$ cat src/rtl/branch_resolve.sv
// rtl/branch_resolve.sv - condition-code banks plus a one-entry branch resolution stage.
// Optional statistics counters are enabled with BRANCH_RESOLVE_STATS_EN.
module branch_resolve #(
    parameter int ADDR_W = 32,
    parameter int NUM_CC = 2,
    parameter int CNT_W  = 16,
    localparam int SEL_W = $clog2(NUM_CC)
) (
    input  logic              i_Clk,
    input  logic              i_Rst_n,
    input  logic              i_CcWrEn,
    input  logic [SEL_W-1:0]  i_CcWrSel,
    input  logic [3:0]        i_AluConditionCodes,
    input  logic              i_BrValid,
    output logic              o_BrReady,
    input  logic [3:0]        i_BranchCond,
    input  logic [SEL_W-1:0]  i_BrCcSel,
    input  logic [ADDR_W-1:0] i_BrTarget,
    input  logic [ADDR_W-1:0] i_BrFallthru,
    input  logic              i_PredTaken,
    input  logic              i_Flush,
    output logic              o_ResValid,
    input  logic              i_ResReady,
    output logic              o_Taken,
    output logic [ADDR_W-1:0] o_NextPc,
    output logic              o_Mispredict
`ifdef BRANCH_RESOLVE_STATS_EN
    ,
    input  logic              i_StatsClr,
    output logic [CNT_W-1:0]  o_BranchCount,
    output logic [CNT_W-1:0]  o_TakenCount,
    output logic [CNT_W-1:0]  o_MispredCount
`endif
);

    localparam logic ST_EMPTY = 1'b0;
    localparam logic ST_FULL  = 1'b1;

    if (NUM_CC < 2 || CNT_W < 1) begin : g_param_check
        $error("branch_resolve: NUM_CC must be >= 2 and CNT_W >= 1");
    end

    logic [3:0]        r_cc [NUM_CC];
    logic              r_state;
    logic              r_taken;
    logic [ADDR_W-1:0] r_next_pc;
    logic              r_mispredict;

    logic [3:0]        w_bank;
    logic [3:0]        w_flags;
    logic              w_cond;
    logic              w_accept;

    // Flags are {C,Z,N,V} from bit 3 down to bit 0.
    function automatic logic f_eval(input logic [3:0] cond, input logic [3:0] cc);
        logic c, z, n, v;
        c = cc[3];
        z = cc[2];
        n = cc[1];
        v = cc[0];
        case (cond)
            4'd0:    f_eval = 1'b1;
            4'd1:    f_eval = ~c;
            4'd2:    f_eval = ~v;
            4'd3:    f_eval = z;
            4'd4:    f_eval = ~(n ^ v);
            4'd5:    f_eval = ~z & ~(n ^ v);
            4'd6:    f_eval = ~n;
            4'd9:    f_eval = c;
            4'd10:   f_eval = v;
            4'd11:   f_eval = ~z;
            4'd12:   f_eval = n ^ v;
            4'd13:   f_eval = z | (n ^ v);
            4'd14:   f_eval = n;
            default: f_eval = 1'b0;
        endcase
    endfunction

    always_comb begin
        w_bank = 4'b0000;
        for (int k = 0; k < NUM_CC; k++) begin
            if (i_BrCcSel == SEL_W'(k)) begin
                w_bank = r_cc[k];
            end
        end
    end

    // A write landing on the bank being tested is forwarded in the same cycle.
    assign w_flags    = (i_CcWrEn && (i_CcWrSel == i_BrCcSel)) ? i_AluConditionCodes : w_bank;
    assign w_cond     = f_eval(i_BranchCond, w_flags);
    assign o_ResValid = (r_state == ST_FULL);
    assign o_BrReady  = ~o_ResValid | i_ResReady;
    assign w_accept   = i_BrValid & o_BrReady & ~i_Flush;

    always_ff @(posedge i_Clk) begin
        if (!i_Rst_n) begin
            for (int k = 0; k < NUM_CC; k++) begin
                r_cc[k] <= 4'b0000;
            end
        end else begin
            for (int k = 0; k < NUM_CC; k++) begin
                if (i_CcWrEn && (i_CcWrSel == SEL_W'(k))) begin
                    r_cc[k] <= i_AluConditionCodes;
                end
            end
        end
    end

    always_ff @(posedge i_Clk) begin
        if (!i_Rst_n) begin
            r_state      <= ST_EMPTY;
            r_taken      <= 1'b0;
            r_next_pc    <= '0;
            r_mispredict <= 1'b0;
        end else if (i_Flush) begin
            r_state <= ST_EMPTY;
        end else if (w_accept) begin
            r_state      <= ST_FULL;
            r_taken      <= w_cond;
            r_next_pc    <= w_cond ? i_BrTarget : i_BrFallthru;
            r_mispredict <= w_cond ^ i_PredTaken;
        end else if (i_ResReady) begin
            r_state <= ST_EMPTY;
        end
    end

    assign o_Taken      = r_taken;
    assign o_NextPc     = r_next_pc;
    assign o_Mispredict = r_mispredict;

`ifdef BRANCH_RESOLVE_STATS_EN
    logic [CNT_W-1:0] r_branch_cnt;
    logic [CNT_W-1:0] r_taken_cnt;
    logic [CNT_W-1:0] r_mispred_cnt;

    // Counters stick at all-ones rather than wrapping.
    always_ff @(posedge i_Clk) begin
        if (!i_Rst_n || i_StatsClr) begin
            r_branch_cnt  <= '0;
            r_taken_cnt   <= '0;
            r_mispred_cnt <= '0;
        end else if (w_accept) begin
            if (r_branch_cnt != '1) begin
                r_branch_cnt <= r_branch_cnt + 1'b1;
            end
            if (w_cond && (r_taken_cnt != '1)) begin
                r_taken_cnt <= r_taken_cnt + 1'b1;
            end
            if ((w_cond ^ i_PredTaken) && (r_mispred_cnt != '1)) begin
                r_mispred_cnt <= r_mispred_cnt + 1'b1;
            end
        end
    end

    assign o_BranchCount  = r_branch_cnt;
    assign o_TakenCount   = r_taken_cnt;
    assign o_MispredCount = r_mispred_cnt;
`endif

endmodule

$ cat config.mk
export PLATFORM = sky130hd
export DESIGN_NAME = branch_resolve
export DESIGN_NICKNAME = d
export VERILOG_FILES = /design/src/rtl/branch_resolve.sv
export SDC_FILE = /design/constraint.sdc
export NUM_CORES = 1
export LEC_CHECK = 0
export BUFFER_PORTS_ARGS = -buffer_cell sky130_fd_sc_hd__buf_2
export CAP_MARGIN = 25
export CORE_MARGIN = 3
export CORE_UTILIZATION = 41
export CTS_CLUSTER_SIZE = 25
export DETAILED_ROUTE_END_ITERATION = 12
export PLACE_DENSITY = 0.76
export SLEW_MARGIN = 30
export SYNTH_ARGS = -nofsm -noshare
export SYNTH_HDL_FRONTEND = slang
export SYNTH_SLANG_ARGS = --single-unit
$ cat constraint.sdc
create_clock -name i_Clk -period 2.3 [get_ports i_Clk]
set_input_delay 0.345 -clock i_Clk [delete_from_list [all_inputs] [get_ports i_Clk]]
set_output_delay 0.345 -clock i_Clk [all_outputs]
set_load 0.005 [all_outputs]
---- After elaboration in Yosys (flattened, before gate mapping) ----
Memory sizes are Yosys's and may differ from the RTL's.
Index checks and enable logic that the tools add are counted.
storage, ports and cells
  memory bits (writable) .................. 8
  latch bits .............................. 0
  bits of input ports ..................... 81
  word-level logic and storage cells ...... 58
  register bits ........................... 35
  memories ................................ 1
  ROM bits ................................ 0
  output and inout bits ................... 36
memories
  memory  words  width  read ports  clocked after Yosys merged registers in  wr ports  RTL line  RTL
  r_cc    2      4      2           0                                        2         43        logic [3:0] r_cc [NUM_CC];
cells by class
  reduce and logical (&&, ||, !) cells .... 7
  equality and inequality tests ........... 13
  mux-type cells .......................... 15
  bitwise operators ....................... 18
  order comparisons ....................... 0
  $add $sub $neg .......................... 0
  shift-type cells ........................ 0
  divide/modulo/power cells ............... 0
  multiply operators ...................... 0
operators by type and width
  cell                                                  count
  two-way mux 32 bit                                    1
  equality test 4 bit (second input constant)           6
  two-way mux 4 bit                                     4
  one-hot mux 1 bit (13 select lines)                   1
  equality test 4 x 3 -> 1 bit (second input constant)  3
  two-way mux 1 bit                                     9
  NOT 1 bit                                             9
  equality test 4 x 2 -> 1 bit (second input constant)  2
  equality test 4 x 1 -> 1 bit (second input constant)  1
  zero test 4 bit                                       1
  OR 1 bit                                              4
  bitwise AND 1 bit                                     3
  logical AND 1 bit                                     3
  AND reduction 2 bit                                   1
  nonzero test 2 bit                                    1
  OR reduction 2 bit                                    1
  XOR 1 bit                                             2
  equality test 1 bit                                   1

---- Logic depth before layout (Yosys ltp) ----
  depth in word-level cells ............... 8
  mapped depth ............................ 12
  gate-level depth less buffers ........... 8

---- Worst setup path after synthesis ----
Ideal clock, no wire load.
  path type ............................... input -> register
  start point ............................. input port i_CcWrEn
  end point ............................... register r_next_pc[0], in the netlist o_NextPc[0]
  slack ................................... -0.002 ns
  path buffers ............................ 4
  arrival ................................. 2.169 ns
  stages .................................. 12
  cell sequence ........................... buf_6 > buf_12 > o21bai_1 > o22a_2 > nor3_1 > and4_4 > a311o_1 > nor4_2 > buf_6 > buf_12 > mux2i_1 > a21oi_1
on the way
  longest elaborated chain between the ends .. 7
  elaborated cells between the ends (all ways) .. 12
ends and longest elaborated chain
  element                                  RTL line  RTL
  from (decl)                              11        input logic i_CcWrEn,
  logical AND 1 bit (*)                    89        assign w_flags = (i_CcWrEn && (i_CcWrSel == i_BrCcSel)) ? i_AluConditionCodes : w_bank;
  two-way mux 4 bit (*)                    89
  XOR 1 bit                                -
  NOT 1 bit                                66, 67
  bitwise AND 1 bit                        67        4'd5: f_eval = ~z & ~(n ^ v);
  one-hot mux 1 bit (13 select lines) (*)  61        case (cond)
  two-way mux 32 bit (*)                   120       r_next_pc <= w_cond ? i_BrTarget : i_BrFallthru;
  to (signal assigned)                     120
  to (decl)                                46        logic [ADDR_W-1:0] r_next_pc;
Mark *: on every way between the ends. The rest lies on a longest branch, timed or not.
A chain may end at the register's enable or synchronous reset.

==> impl_metrics.yaml <==
power:
  ir_drop_mv: 0.444
  leakage_nw: 1.56
  p_per_area_mw_per_mm2: 594
  total_power_mw: 1.86
yosys:
  synth_cell_type_count: 48
  netlist_area_sq_mm: 0.00230
  synth.avg_cell_area_sq_um: 9.99
  synth_nets: 311
  ys_seq_area_frac: 0.410
  synth_cells: 230
  synth_seq_cells: 43
  top_ff_cell_synth: "sky130_fd_sc_hd__dfxtp_1"
  synth_edf_count: 8
  synthesis_warnings: 0
  asyncSetResetFlopFracSynth: 0
sta:
  finalHoldViolCount: 0
  worst_slack_ns: -0.0171
  slew_headroom: 0.683
  slew_viols_final: 0
  fmaxAchievable_mhz: 432
  worstMarginPinSlew_ns: 0.476
  timing.final.setup_violations: 3
  setup_skew_after_layout_ns: 0.0146
  grt_setup_unrepaired: "true"
  period_share: 1.01
  period_needed_ns: 2.32
global_routing:
  grt_remaining_overflow: 0
  antenna_found_initial: 0
  grt_util_all_layers: 0.184
  groute.layer.met2.usage: 0.319
  grt_pass1_wl_mm: 9.44
  global_route.peak_usage_layer: "met2"
  grt_start_max_net_pins: 70
  number_of_global_route_vias_before_repair: 2119
  global_route.usage.met1: 0.226
  groute.layer.met3.usage: 0.0488
layout:
  layout.nets: 431
  antenna_cells_inserted: 0
  filler_cell_count: 471
  most-common-layout-cells: "sky130_fd_sc_hd__buf_2, sky130_fd_sc_hd__dfxtp_1, sky130_fd_sc_hd__o21ai_0"
  most_common_library_cell_in_the_layout_ignoring_fill_and_taps: "sky130_fd_sc_hd__buf_2"
  fin_util: 0.594
  final_cells: 421
  layout-drive-gt1-share: 0.479
  area_growth_pct: 36.2
worst_hold_path:
  holdPathEnd: "o_ResValid"
  min_from: "i_Flush"
  timing.hold.worst.class: "input port to flip-flop"
  cell_depth_of_the_worst_min_delay_path: 2
routing:
  drt.antenna.violating_nets: 0
  drt-wirelength-per-cell_um: 14.7
  via_count: 2179
  wl_mm: 6.18
  drt_iter0_drc: 84
  drt_pre_antenna_iters: 4
  vias_per_cell: 5.18
  drc: 0
critical_path:
  setup.reg_to_reg.worst_slack_ns: -0.02
  regToRegStartpoint: "r_cc[0][2]"
  crit_arrival_ns: 2.48
  timing.reg2reg.worst_path_depth: 10
  reg2reg_to: "o_NextPc[18]"
  startpoint_type: "flip-flop"
  setup.worst_path.class: "flip-flop to flip-flop"
  endpoint_kind: "flip-flop"
  timing.critical_path.fanout_max: 9
  crit_required_ns: 2.46
die:
  i_o_pin_cnt: 117
  rows: 26
  initial_utilization: 0.436
  chipHeight_um: 80.9
  die_w_um: 80.9
  die-area_sq_mm: 0.00654
  fp.coreArea_sq_mm: 0.00527
cts:
  cts_buffer_depth: 2
  cts_inserted_buffers: 5
  ctsHtreeMaxLevel: 2
  clockRootBuffer: "sky130_fd_sc_hd__clkbuf_8"
  cts_tree: "built"
  tritoncts_num_sinks: 43
  register_clock_pin_slew_on_the_reported_worst_setup_and_hold_paths_ns: 0.08
  clkLatencyLatePin_ns: 0.29
run_status:
  failed_checks: "negative setup slack"
  status: "complete, but fails checks"
placed_design:
  placedCellCount: 410
  numPortBuffers: 116
  final_weighted_congestion_in_routability_driven_placement: 0.850
  hpwl_mm: 4.52
flow_run:
  timing.max_cap.violations: 0
per-stage QoR:
step           worst slack [ns]  area (sq um)  hold WS [ns]  setup TNS (ns)
3_3_place_gp             -0.244          2960         0.488           -7.52
3_5_place_dp             -0.332          2960         0.496          -10.17
4_1_cts                  0.0102          3050         0.232               0
6_report                -0.0171          3130         0.247         -0.0274
2_1_floorplan           0.00182          2300         0.421               0
5_1_grt                  -0.124          3130         0.230           -1.89
Yosys cell counts (all sizes together), types with 3 or more instances:
library cell  instances  area share
edfxtp                8        0.10
inv                   3      0.0049
nand2                 8       0.015
and3b                 3       0.013
mux2i                34        0.15
nor3b                 4       0.017
o21ai                34       0.074
nand3b                3      0.0098
buf                   8       0.051
a31oi                 3       0.017
dfxtp                35        0.31
and3                  4       0.013
clkbuf               11       0.018
o21a                  3      0.0098
nor2                  7       0.015
a21oi                34       0.076
registers in the layout, indices dropped and copies added (netlist names):
signal and count:
o_Taken 1, o_ResValid 1, r_cc 8, o_NextPc 32, o_Mispredict 1
where the power goes:
| part | leakage, nW | internal (mW) | total [mW] | switching [mW] |
|---|---|---|---|---|
| Sequential | 0.370 | 0.826 | 0.854 | 0.0278 |
| Combinational | 1.14 | 0.293 | 0.546 | 0.253 |
| Clock | 0.0422 | 0.214 | 0.460 | 0.246 |
| Total | 1.56 | 1.33 | 1.86 | 0.528 |
worst max path at each step:
stage | start | endpoint
final | r_cc[0][2] | o_NextPc[18]
after global routing | r_cc[0][2] | o_NextPc[17]
after CTS | r_cc[0][2] | o_NextPc[21]
after detailed placement | i_CcWrEn | o_NextPc[8]
after global placement | i_CcWrEn | o_NextPc[1]
after floorplan | i_CcWrEn | o_NextPc[0]
worst max-delay path: stages, from the launching register on:
cell	delay [ns]
sky130_fd_sc_hd__edfxtp_1	0.42
sky130_fd_sc_hd__o21bai_1	0.15
sky130_fd_sc_hd__o22a_1	0.20
sky130_fd_sc_hd__nor2_2	0.06
sky130_fd_sc_hd__or4bb_1	0.50
sky130_fd_sc_hd__mux2i_2	0.22
sky130_fd_sc_hd__nor4_4	0.09
sky130_fd_sc_hd__buf_6	0.16
sky130_fd_sc_hd__clkbuf_16	0.16
sky130_fd_sc_hd__mux2i_1	0.15
sky130_fd_sc_hd__a21oi_1	0.08
cells by family (layout without fill, tap and decap cells):
| logic type | Yosys count | count (layout) | synth area share |
|---|---|---|---|
| AOI/OAI and AO/OA | 86 | 86 | 0.225 |
| xor gates and xnor gates | 1 | 1 | 0.00708 |
| buffers and inverters | 22 | 143 | 0.0741 |
| DFF | 43 | 43 | 0.410 |
| muxes | 34 | 34 | 0.148 |
| and+or+nand+nor | 44 | 44 | 0.136 |
final cells by class:
cell class              instances  area (sq um)  area share
multi-input cells             165          1230       0.393
flip-flops and latches         43           941       0.301
inverters                       3          11.3     0.00360
well taps                      70          87.6      0.0280
repair buffers                132           779       0.249
clock buffers                   7          76.3      0.0244
clock inverters                 1          5.00     0.00160
metal layers:
layer	wire, um	part of all wire
met5	0	0
met4	54	0.0087
met3	472	0.076
met2	3060	0.50
met1	2590	0.42
timing repair:
action | CTS | global route
hold buffers | 0 | 0
pin swaps | 0 | 8
resized for setup | 2 | 8
cloned | 0 | 2
setup buffers | 0 | 1
endpoints found under the setup margin | 6 | 33
Note: power is estimated with default switching activity, not from simulation.
